## src/rtl/dtree_pkg.sv

```systemverilog
// Shared definitions for the decision-tree feature stager.
// Contents: default geometry (feature count, feature width, class width),
// the stager state encoding, and the helper that gives each feature's
// bit offset within the packed feature vector.
package dtree_pkg;

    localparam int N_FEAT_DEF  = 6;
    localparam int FEAT_W_DEF  = 8;
    localparam int CLASS_W_DEF = 2;

    typedef enum logic [1:0] {
        ST_FILL   = 2'd0,
        ST_SETTLE = 2'd1,
        ST_HOLD   = 2'd2
    } stager_state_t;

    // Feature k occupies bits [feat_off(k, w) +: w] of the packed vector.
    function automatic int feat_off(input int k, input int w);
        return k * w;
    endfunction

endpackage

```

## src/rtl/dtree_idle_timer.sv

```systemverilog
// Loadable down-counter with a terminal flag.
// Ports:
//   clk, rst_n      clock, synchronous active-low reset (count clears to 0)
//   load, load_val  load the counter (load wins over dec)
//   dec             decrement by one; the count saturates at 0
//   done            high while the count is 0
module dtree_idle_timer #(
    parameter int W = 8
) (
    input  logic         clk,
    input  logic         rst_n,
    input  logic         load,
    input  logic [W-1:0] load_val,
    input  logic         dec,
    output logic         done
);

    logic [W-1:0] count;

    always_ff @(posedge clk) begin
        if (!rst_n)
            count <= '0;
        else if (load)
            count <= load_val;
        else if (dec && count != '0)
            count <= count - W'(1);
    end

    assign done = (count == '0);

endmodule

```

## src/rtl/dtree_feature_stager.sv

```systemverilog
// Sequential front-end for the combinational decision tree. It collects one
// feature byte per handshake into feat_vec, holds the vector for SETTLE
// cycles, captures the tree's class and offers it downstream on a
// valid/ready handshake.
// Ports:
//   clk, rst_n                     clock, synchronous active-low reset
//   in_valid/in_ready/in_data/in_last   feature byte stream
//   feat_vec                       registered vector driving the tree
//   cls_in                         class returned by the tree
//   out_valid/out_ready/out_class/out_err  result handshake
//   busy                           high unless idle at the start of a frame
// Optional feature: define DTREE_STAGER_TIMEOUT_EN to abandon a partial
// frame after TIMEOUT idle cycles (reported as an error result).
module dtree_feature_stager
    import dtree_pkg::*;
#(
    parameter int N_FEAT  = N_FEAT_DEF,
    parameter int FEAT_W  = FEAT_W_DEF,
    parameter int CLASS_W = CLASS_W_DEF,
    parameter int SETTLE  = 1,
    parameter int TIMEOUT = 255
) (
    input  logic                     clk,
    input  logic                     rst_n,
    input  logic                     in_valid,
    output logic                     in_ready,
    input  logic [FEAT_W-1:0]        in_data,
    input  logic                     in_last,
    output logic [N_FEAT*FEAT_W-1:0] feat_vec,
    input  logic [CLASS_W-1:0]       cls_in,
    output logic                     out_valid,
    input  logic                     out_ready,
    output logic [CLASS_W-1:0]       out_class,
    output logic                     out_err,
    output logic                     busy
);

    localparam int                IDX_W    = $clog2(N_FEAT);
    localparam logic [IDX_W-1:0]  LAST_IDX = IDX_W'(N_FEAT - 1);

    if (SETTLE < 1 || SETTLE > 15 || TIMEOUT < 1 || TIMEOUT > 255) begin : g_bad_param
        $error("dtree_feature_stager: SETTLE must be 1..15, TIMEOUT 1..255");
    end

    stager_state_t    state;
    logic [IDX_W-1:0] idx;
    logic             err_flag;

    logic accept, at_last, settle_load, settle_done, timeout;
    logic [3:0] settle_val;

    assign in_ready  = rst_n && (state == ST_FILL);
    assign out_valid = (state == ST_HOLD);
    assign busy      = !((state == ST_FILL) && (idx == '0));

    assign accept  = in_valid && in_ready;
    assign at_last = (idx == LAST_IDX);

    // Early-terminated frames also pass through one SETTLE cycle (count 0),
    // so their result appears one edge after the terminating byte.
    assign settle_load = accept && (at_last || in_last);
    assign settle_val  = at_last ? 4'(SETTLE - 1) : 4'd0;

    dtree_idle_timer #(.W(4)) u_settle (
        .clk      (clk),
        .rst_n    (rst_n),
        .load     (settle_load),
        .load_val (settle_val),
        .dec      (state == ST_SETTLE),
        .done     (settle_done)
    );

`ifdef DTREE_STAGER_TIMEOUT_EN
    logic idle, idle_done;

    // Only a partial frame (idx>0) can time out; every accepted byte reloads.
    assign idle    = (state == ST_FILL) && (idx != '0) && !accept;
    assign timeout = idle && idle_done;

    dtree_idle_timer #(.W(8)) u_idle (
        .clk      (clk),
        .rst_n    (rst_n),
        .load     (accept),
        .load_val (8'(TIMEOUT)),
        .dec      (idle),
        .done     (idle_done)
    );
`else
    assign timeout = 1'b0;
`endif

    always_ff @(posedge clk) begin
        if (!rst_n) begin
            state     <= ST_FILL;
            idx       <= '0;
            err_flag  <= 1'b0;
            feat_vec  <= '0;
            out_class <= '0;
            out_err   <= 1'b0;
        end else begin
            case (state)
                ST_FILL: begin
                    if (accept) begin
                        feat_vec[feat_off(int'(idx), FEAT_W) +: FEAT_W] <= in_data;
                        if (at_last) begin
                            state    <= ST_SETTLE;
                            err_flag <= !in_last;
                        end else if (in_last) begin
                            state    <= ST_SETTLE;
                            err_flag <= 1'b1;
                        end else begin
                            idx <= idx + IDX_W'(1);
                        end
                    end else if (timeout) begin
                        state     <= ST_HOLD;
                        out_class <= '0;
                        out_err   <= 1'b1;
                    end
                end
                ST_SETTLE: begin
                    if (settle_done) begin
                        state     <= ST_HOLD;
                        out_err   <= err_flag;
                        out_class <= err_flag ? '0 : cls_in;
                    end
                end
                ST_HOLD: begin
                    if (out_ready) begin
                        state    <= ST_FILL;
                        idx      <= '0;
                        err_flag <= 1'b0;
                    end
                end
                default: state <= ST_FILL;
            endcase
        end
    end

endmodule

```

## config.mk

```make
export PLATFORM = sky130hd
export DESIGN_NAME = dtree_feature_stager
export DESIGN_NICKNAME = d
export VERILOG_FILES = /design/src/rtl/dtree_pkg.sv /design/src/rtl/dtree_idle_timer.sv /design/src/rtl/dtree_feature_stager.sv
export SDC_FILE = /design/constraint.sdc
export NUM_CORES = 1
export LEC_CHECK = 0
export BUFFER_PORTS_ARGS = -buffer_cell sky130_fd_sc_hd__buf_2
export CAP_MARGIN = 20
export CORE_UTILIZATION = 40
export DETAILED_ROUTE_END_ITERATION = 10
export SETUP_SLACK_MARGIN = 0.15
export SYNTH_ARGS = -nofsm -noshare
export SYNTH_HDL_FRONTEND = slang
export SYNTH_HIERARCHICAL = 1
export SYNTH_SLANG_ARGS = --single-unit
```

## constraint.sdc

```tcl
create_clock -name clk -period 3.44 [get_ports clk]
set_clock_uncertainty 0.15 [all_clocks]
set_input_delay 0.688 -clock clk [delete_from_list [all_inputs] [get_ports clk]]
set_output_delay 0.688 -clock clk [all_outputs]
set_load 0.005 [all_outputs]
```

; After elaboration in Yosys (flattened, before gate mapping)
; Cells that the tools add are included.
[totals]
regBits = 61
output_inout_bits = 54
wordCells = 59
[classes]
addsub = 3
eq_ne = 9
shift = 2
mux = 18
bitwise_logic = 1
n_reduce_logical = 19
[ops]
columns = op, count
row1 = bitwise mux 48 bit, 1
row2 = variable shift 8 x 33 -> 48 bit (first input constant), 1
row3 = indexed part select 8 x 33 -> 48 bit, 1
row4 = negation 6 -> 33 bit, 1
row5 = 2-to-1 mux 2 bit, 6
row6 = 2-to-1 mux 3 bit, 4
row7 = != test 2 bit (second input constant), 4
row8 = AND reduction 4 bit, 2
row9 = one-hot mux 2 bit (3 select lines), 1
row10 = one-hot mux 3 bit (2 select lines), 1
row11 = logical AND 1 bit, 5
row12 = AND reduction 5 bit, 1
row13 = logical NOT 4 bit, 1
row14 = 2-to-1 mux 1 bit, 4
row15 = AND reduction 2 bit, 2
row16 = nonzero test 4 bit, 1
row17 = subtractor 4 x 1 -> 4 bit (second input constant), 1
row18 = adder 3 x 1 -> 3 bit (second input constant), 1
row19 = == test 3 bit (second input constant), 1
row20 = logical NOT 3 bit, 1
row21 = != test 3 bit (second input constant), 1
row22 = == test 2 x 1 -> 1 bit (second input constant), 1
row23 = == test 2 bit (second input constant), 1
row24 = logical NOT 1 bit, 2
row25 = other kinds (7), 7

; Longest topological paths before layout
[depth]
word_depth = 5
ltp_mapped = 9
depth_no_buf = 7

; Cells and area by module
; Netlist, hierarchy kept.
[modules_own_cells]
columns = module, instances, cells_per_inst, area_each_um2, seq_area_each_um2
row1 = dtree_feature_stager, 1, 275, 2583.7, 1141.1
row2 = dtree_idle_timer, 1, 31, 256.5, 80.1

; Worst setup path before layout
; No wires, ideal clock.
[synth_timing]
path_type = reg2reg
from = reg idx[0]
to = reg feat_vec[35]
setup_time_ns = 0.072
arrival_ns = 2.012
required_ns = 3.218
slack_ns = 1.206
stages_incl_launch_ff = 9
path_buffers = 2
cell_sequence = dfxtp_1 > buf_2 > inv_1 > ha_1 > ha_1 > buf_2 > nor4b_1 > nand3_1 > mux2i_1
[synth_via]
elab_chain_cells = 3
elab_cells_between_ends = 4
cone_classes = add/sub (1) / shift (2) / mux (1)
[synth_lines]
columns = item, line_no
row1 = "start, declared", dtree_feature_stager.sv:46  ; logic [IDX_W-1:0] idx;
row2 = "start signal, assigned", dtree_feature_stager.sv:112  ; idx <= idx + IDX_W'(1);
row3 = negation 6 -> 33 bit (*), dtree_feature_stager.sv:104  ; feat_vec[feat_off(int'(idx), FEAT_W) +: FEAT_W] <= in_data;
row4 = indexed part select 8 x 33 -> 48 bit or variable shift 8 x 33 -> 48 bit (tied branches), dtree_feature_stager.sv:104
row5 = bitwise mux 48 bit (*), dtree_feature_stager.sv:104
row6 = "end signal, assigned by index", dtree_feature_stager.sv:104
row7 = "end, declared", dtree_feature_stager.sv:29  ; output logic [N_FEAT*FEAT_W-1:0] feat_vec,
; Mark *: on every way between the ends. The rest lies on a longest branch, timed or not.
; A chain may end at the register's enable or synchronous reset.

; Final worst setup path
[layout_timing]
from = reg idx[0]
to = out busy
[layout_via]
elab_chain_cells = 3
[layout_lines]
columns = item, line_no
row1 = logical NOT 3 bit, dtree_feature_stager.sv:54  ; assign busy = !((state == ST_FILL) && (idx == '0));
row2 = logical AND 1 bit, dtree_feature_stager.sv:54
row3 = logical NOT 1 bit, dtree_feature_stager.sv:54
row4 = "end, declared", dtree_feature_stager.sv:35  ; output logic busy
; No other way between the ends.

==> flow_metrics.tcl <==
set metrics [dict create \
    worstReg2RegEnd "feat_vec[25]" \
    post_cts_sizing 0 \
    setup-tns-final_ns 0 \
    post_synth_fa_ha_maj_area_fraction 0.03524 \
    outcome "completed" \
    edff_count_synth 0 \
    irDropWorstVdd_mv 0.2215 \
    clkLatencyLatePin_ns 0.34 \
    detail_route.vias_per_cell 4.821 \
    detailedPlacementHpwl_microns 4518 \
    grt_first_pass_wirelength_microns 10890 \
    worst_r2r_startpoint "idx[0]" \
    cts_buffers 9 \
    setup_viol 0 \
    groute.usage.overall 0.1921 \
    floorplan.io_pins 69 \
    power_switching_share 0.2528 \
    final_layout_size_suffix_gt1_frac 0.2698 \
    slew-limit-headroom 0.4588 \
    muxShareOfSynthArea 0.1762 \
    dominant_combinational_cell_family_by_area_after_synthesis "simple AND/OR/NAND/NOR gates" \
    post_layout_net_count 397 \
    pwr-share-comb 0.096 \
    grt_max_degree 85 \
    remaining_design_rule_violation_count 0 \
    floorplan.initialDensity 0.4158 \
    synth_cell_types 45 \
    power.share.clock 0.424 \
    setup_repair_after_global_routing_missed_its_margin "false" \
    postSynthAreaPerCell_sq_um 9.282 \
    pwr_density_cell_nw_per_um2 442.5 \
    dr.first_iter.drc_count 149 \
    cts_root_buffer "sky130_fd_sc_hd__clkbuf_8" \
    total_power_mw 1.526 \
    type_of_the_worst_setup_path "reg -> out" \
    yosysSeqAreaShare 0.4300 \
    drv_cap 0 \
    yosys.area_share.xor_xnor 0 \
    hold_path.class "reg -> reg" \
    die_width_microns 86.27 \
    synth_simple_gate_area_frac 0.2665 \
    r2r_setup_slack_ns 0.82 \
    drv_slew 0 \
    area_growth_syn_to_layout_pct 21.41 \
    p_int_mw 1.140 \
    cts_tree "built" \
    finalHoldViolations 0 \
    cts_post_setup_buffers_inserted 0 \
    cts.htree.levels 3 \
    netSwitchingPower_mw 0.3858 \
    core_sq_um 6832 \
    seqPwrFrac 0.480 \
    critical_path.max_fanout 14 \
    whs_endpoint "feat_vec[0]" \
    number_of_global_route_vias_before_repair 2203 \
    tritoncts_num_sinks 61 \
    first_pass_iters 4 \
    antenna_cells 0 \
    worst-slew-pin-transition_ns 0.8118 \
    wirelength_microns 6608 \
    post_synth_inst_count 306 \
    sum_of_overflow_across_all_layers_after_global_routing 0 \
    finalWeightedCongestion 0.7423 \
    clkTransAtPathRegs_ns 0.07 \
    timing.hold.worst.start "feat_vec[0]" \
    period_needed_ns 2.701 \
    die_ht_microns 86.27 \
    reg2reg_depth 6 \
    synth-seq-cells 61 \
    synth_compound_gate_area_share 0.04581 \
    netlist_area_sq_um 2840 \
    row_count 30 \
    final.period_utilization 0.7851 \
    grt_antenna_before_repair 0 \
    num_vias 2285 \
    critPathRequiredTime_ns 2.60 \
    synth_flop_cell "sky130_fd_sc_hd__dfxtp_1" \
    dieArea_sq_um 7442 \
    holdBufCountCts 0 \
    synth_warnings 6 \
    top_achievable_clock_speed_mhz 370.2 \
    crit_path_start_kind "flop" \
    timing.hold.worst_path_depth 2 \
    leakage_nw 1.517 \
    postRouteAntennaNets 0 \
    kind_of_end_point_of_the_critical_path "output pin" \
    detail_route.wl_per_cell_microns 13.94 \
    synthArstFlopShare 0 \
    data_arrival_time_of_the_worst_path_ns 1.86 \
    numPortBuffers 68 \
    clk_path_buf_depth 2 \
]
[per-layer routing]
metal	vias to the layer above	global-route usage	wire, microns
li1	1183	-	-
met1	1036	0.2647	3310
met2	55	0.2771	2864
met3	11	0.06000	307
met4	0	0.08030	126
met5	-	0	0
[flip-flops by register name, indices dropped and copies added, names as in the netlist]
signal / flops
err_flag: 1
out_err: 1
out_class: 2
u_settle/count: 4
feat_vec: 48
idx: 3
state: 2
[layout by cell type (no fill, tap or decap), types with 3 or more instances in the layout]
cell and instances:
sky130_fd_sc_hd__ha_1 8, sky130_fd_sc_hd__inv_1 10, sky130_fd_sc_hd__nor3_4 4, sky130_fd_sc_hd__mux2i_1 50, sky130_fd_sc_hd__conb_1 4, sky130_fd_sc_hd__nor2_1 10
sky130_fd_sc_hd__nand3_1 23, sky130_fd_sc_hd__buf_2 68, sky130_fd_sc_hd__dfxtp_1 61, sky130_fd_sc_hd__nand2_1 76, sky130_fd_sc_hd__clkinv_2 3, sky130_fd_sc_hd__nand4_1 4
sky130_fd_sc_hd__clkbuf_8 11, sky130_fd_sc_hd__buf_4 3, sky130_fd_sc_hd__a21oi_1 4
[logic make-up (layout without fill, tap and decap cells)]
| family | Yosys count | after routing |
|---|---|---|
| and+or+nand+nor | 141 | 141 |
| DFF | 61 | 61 |
| muxes | 50 | 50 |
| buffers and inverters | 28 | 97 |
| AOI/OAI and AO/OA | 17 | 17 |
| adders and majority gates | 8 | 8 |
| other | 1 | 4 |
[through the flow]
step | util | instance area (sq um) | hold slack (ns) | setup WS, ns | cells
floorplan | - | 2851 | 0.2982 | 1.206 | 309
global placement | 0.4756 | 3249 | 0.2881 | 0.9451 | 459
detailed placement | 0.4756 | 3249 | 0.2933 | 0.8106 | 459
CTS | 0.5048 | 3448 | 0.3067 | 0.7212 | 474
global route | 0.5048 | 3448 | 0.3205 | 0.5244 | 474
finish | 0.5048 | 3448 | 0.3020 | 0.7391 | 474
[power by group through the flow]
stage                     Combinational (mW)  Sequential, mW  Clock, mW
after detailed placement               0.147           0.748          0
after global placement                 0.146           0.747          0
after CTS                              0.147           0.732      0.662
after floorplan                        0.105           0.744          0
final                                  0.147           0.732      0.647
after global routing                   0.163           0.734      0.698
[area by class of cell]
type | instances | area, sq um
flip-flops and latches | 61 | 1221
fillers | 670 | 3383
clock buffers | 11 | 151.4
repair buffers | 71 | 362.8
well taps | 96 | 120.1
inverters | 11 | 42.54
clock inverters | 4 | 47.55
multi-input cells | 220 | 1503
[synth_stat cells (2+ instances only)]
cell type | instances | share of area
sky130_fd_sc_hd__o31ai_1 | 2 | 0.0053
sky130_fd_sc_hd__nand4_1 | 4 | 0.0088
sky130_fd_sc_hd__ha_1 | 8 | 0.035
sky130_fd_sc_hd__o21a_1 | 2 | 0.0053
sky130_fd_sc_hd__nand2_1 | 76 | 0.10
sky130_fd_sc_hd__nor2_1 | 10 | 0.013
sky130_fd_sc_hd__mux2i_1 | 50 | 0.18
sky130_fd_sc_hd__nor3_4 | 4 | 0.023
sky130_fd_sc_hd__nand3b_1 | 2 | 0.0053
sky130_fd_sc_hd__and4bb_2 | 2 | 0.0088
sky130_fd_sc_hd__buf_1 | 2 | 0.0026
sky130_fd_sc_hd__buf_4 | 2 | 0.0053
sky130_fd_sc_hd__nand3_1 | 23 | 0.041
sky130_fd_sc_hd__or3b_2 | 2 | 0.0062
sky130_fd_sc_hd__inv_1 | 10 | 0.013
sky130_fd_sc_hd__dfxtp_1 | 61 | 0.43
sky130_fd_sc_hd__nor3_1 | 2 | 0.0035
sky130_fd_sc_hd__buf_2 | 4 | 0.0070
sky130_fd_sc_hd__nand4b_1 | 2 | 0.0062
sky130_fd_sc_hd__nor2b_1 | 2 | 0.0044
sky130_fd_sc_hd__a21oi_1 | 4 | 0.0070
sky130_fd_sc_hd__clkbuf_1 | 7 | 0.0093
sky130_fd_sc_hd__a311oi_1 | 2 | 0.0062
sky130_fd_sc_hd__nor4b_2 | 2 | 0.011
[how the worst max path moves through the flow]
stage	end	depth (start not counted)	startpoint	slack, ns
2_1_floorplan	feat_vec[35]	8	idx[0]	1.21
3_3_place_gp	feat_vec[38]	5	idx[0]	0.95
3_5_place_dp	feat_vec[25]	6	idx[0]	0.81
4_1_cts	busy	5	idx[0]	0.72
5_1_grt	feat_vec[35]	6	idx[0]	0.52
6_report	busy	5	idx[0]	0.74
[worst max-delay path, stage by stage (launching register included)]
cell                      delay [ns]
sky130_fd_sc_hd__dfxtp_1        0.64
sky130_fd_sc_hd__inv_1          0.17
sky130_fd_sc_hd__ha_1           0.26
sky130_fd_sc_hd__ha_1           0.25
sky130_fd_sc_hd__nand2_1        0.09
sky130_fd_sc_hd__buf_2          0.11
Power figures use the tool's default switching activity.
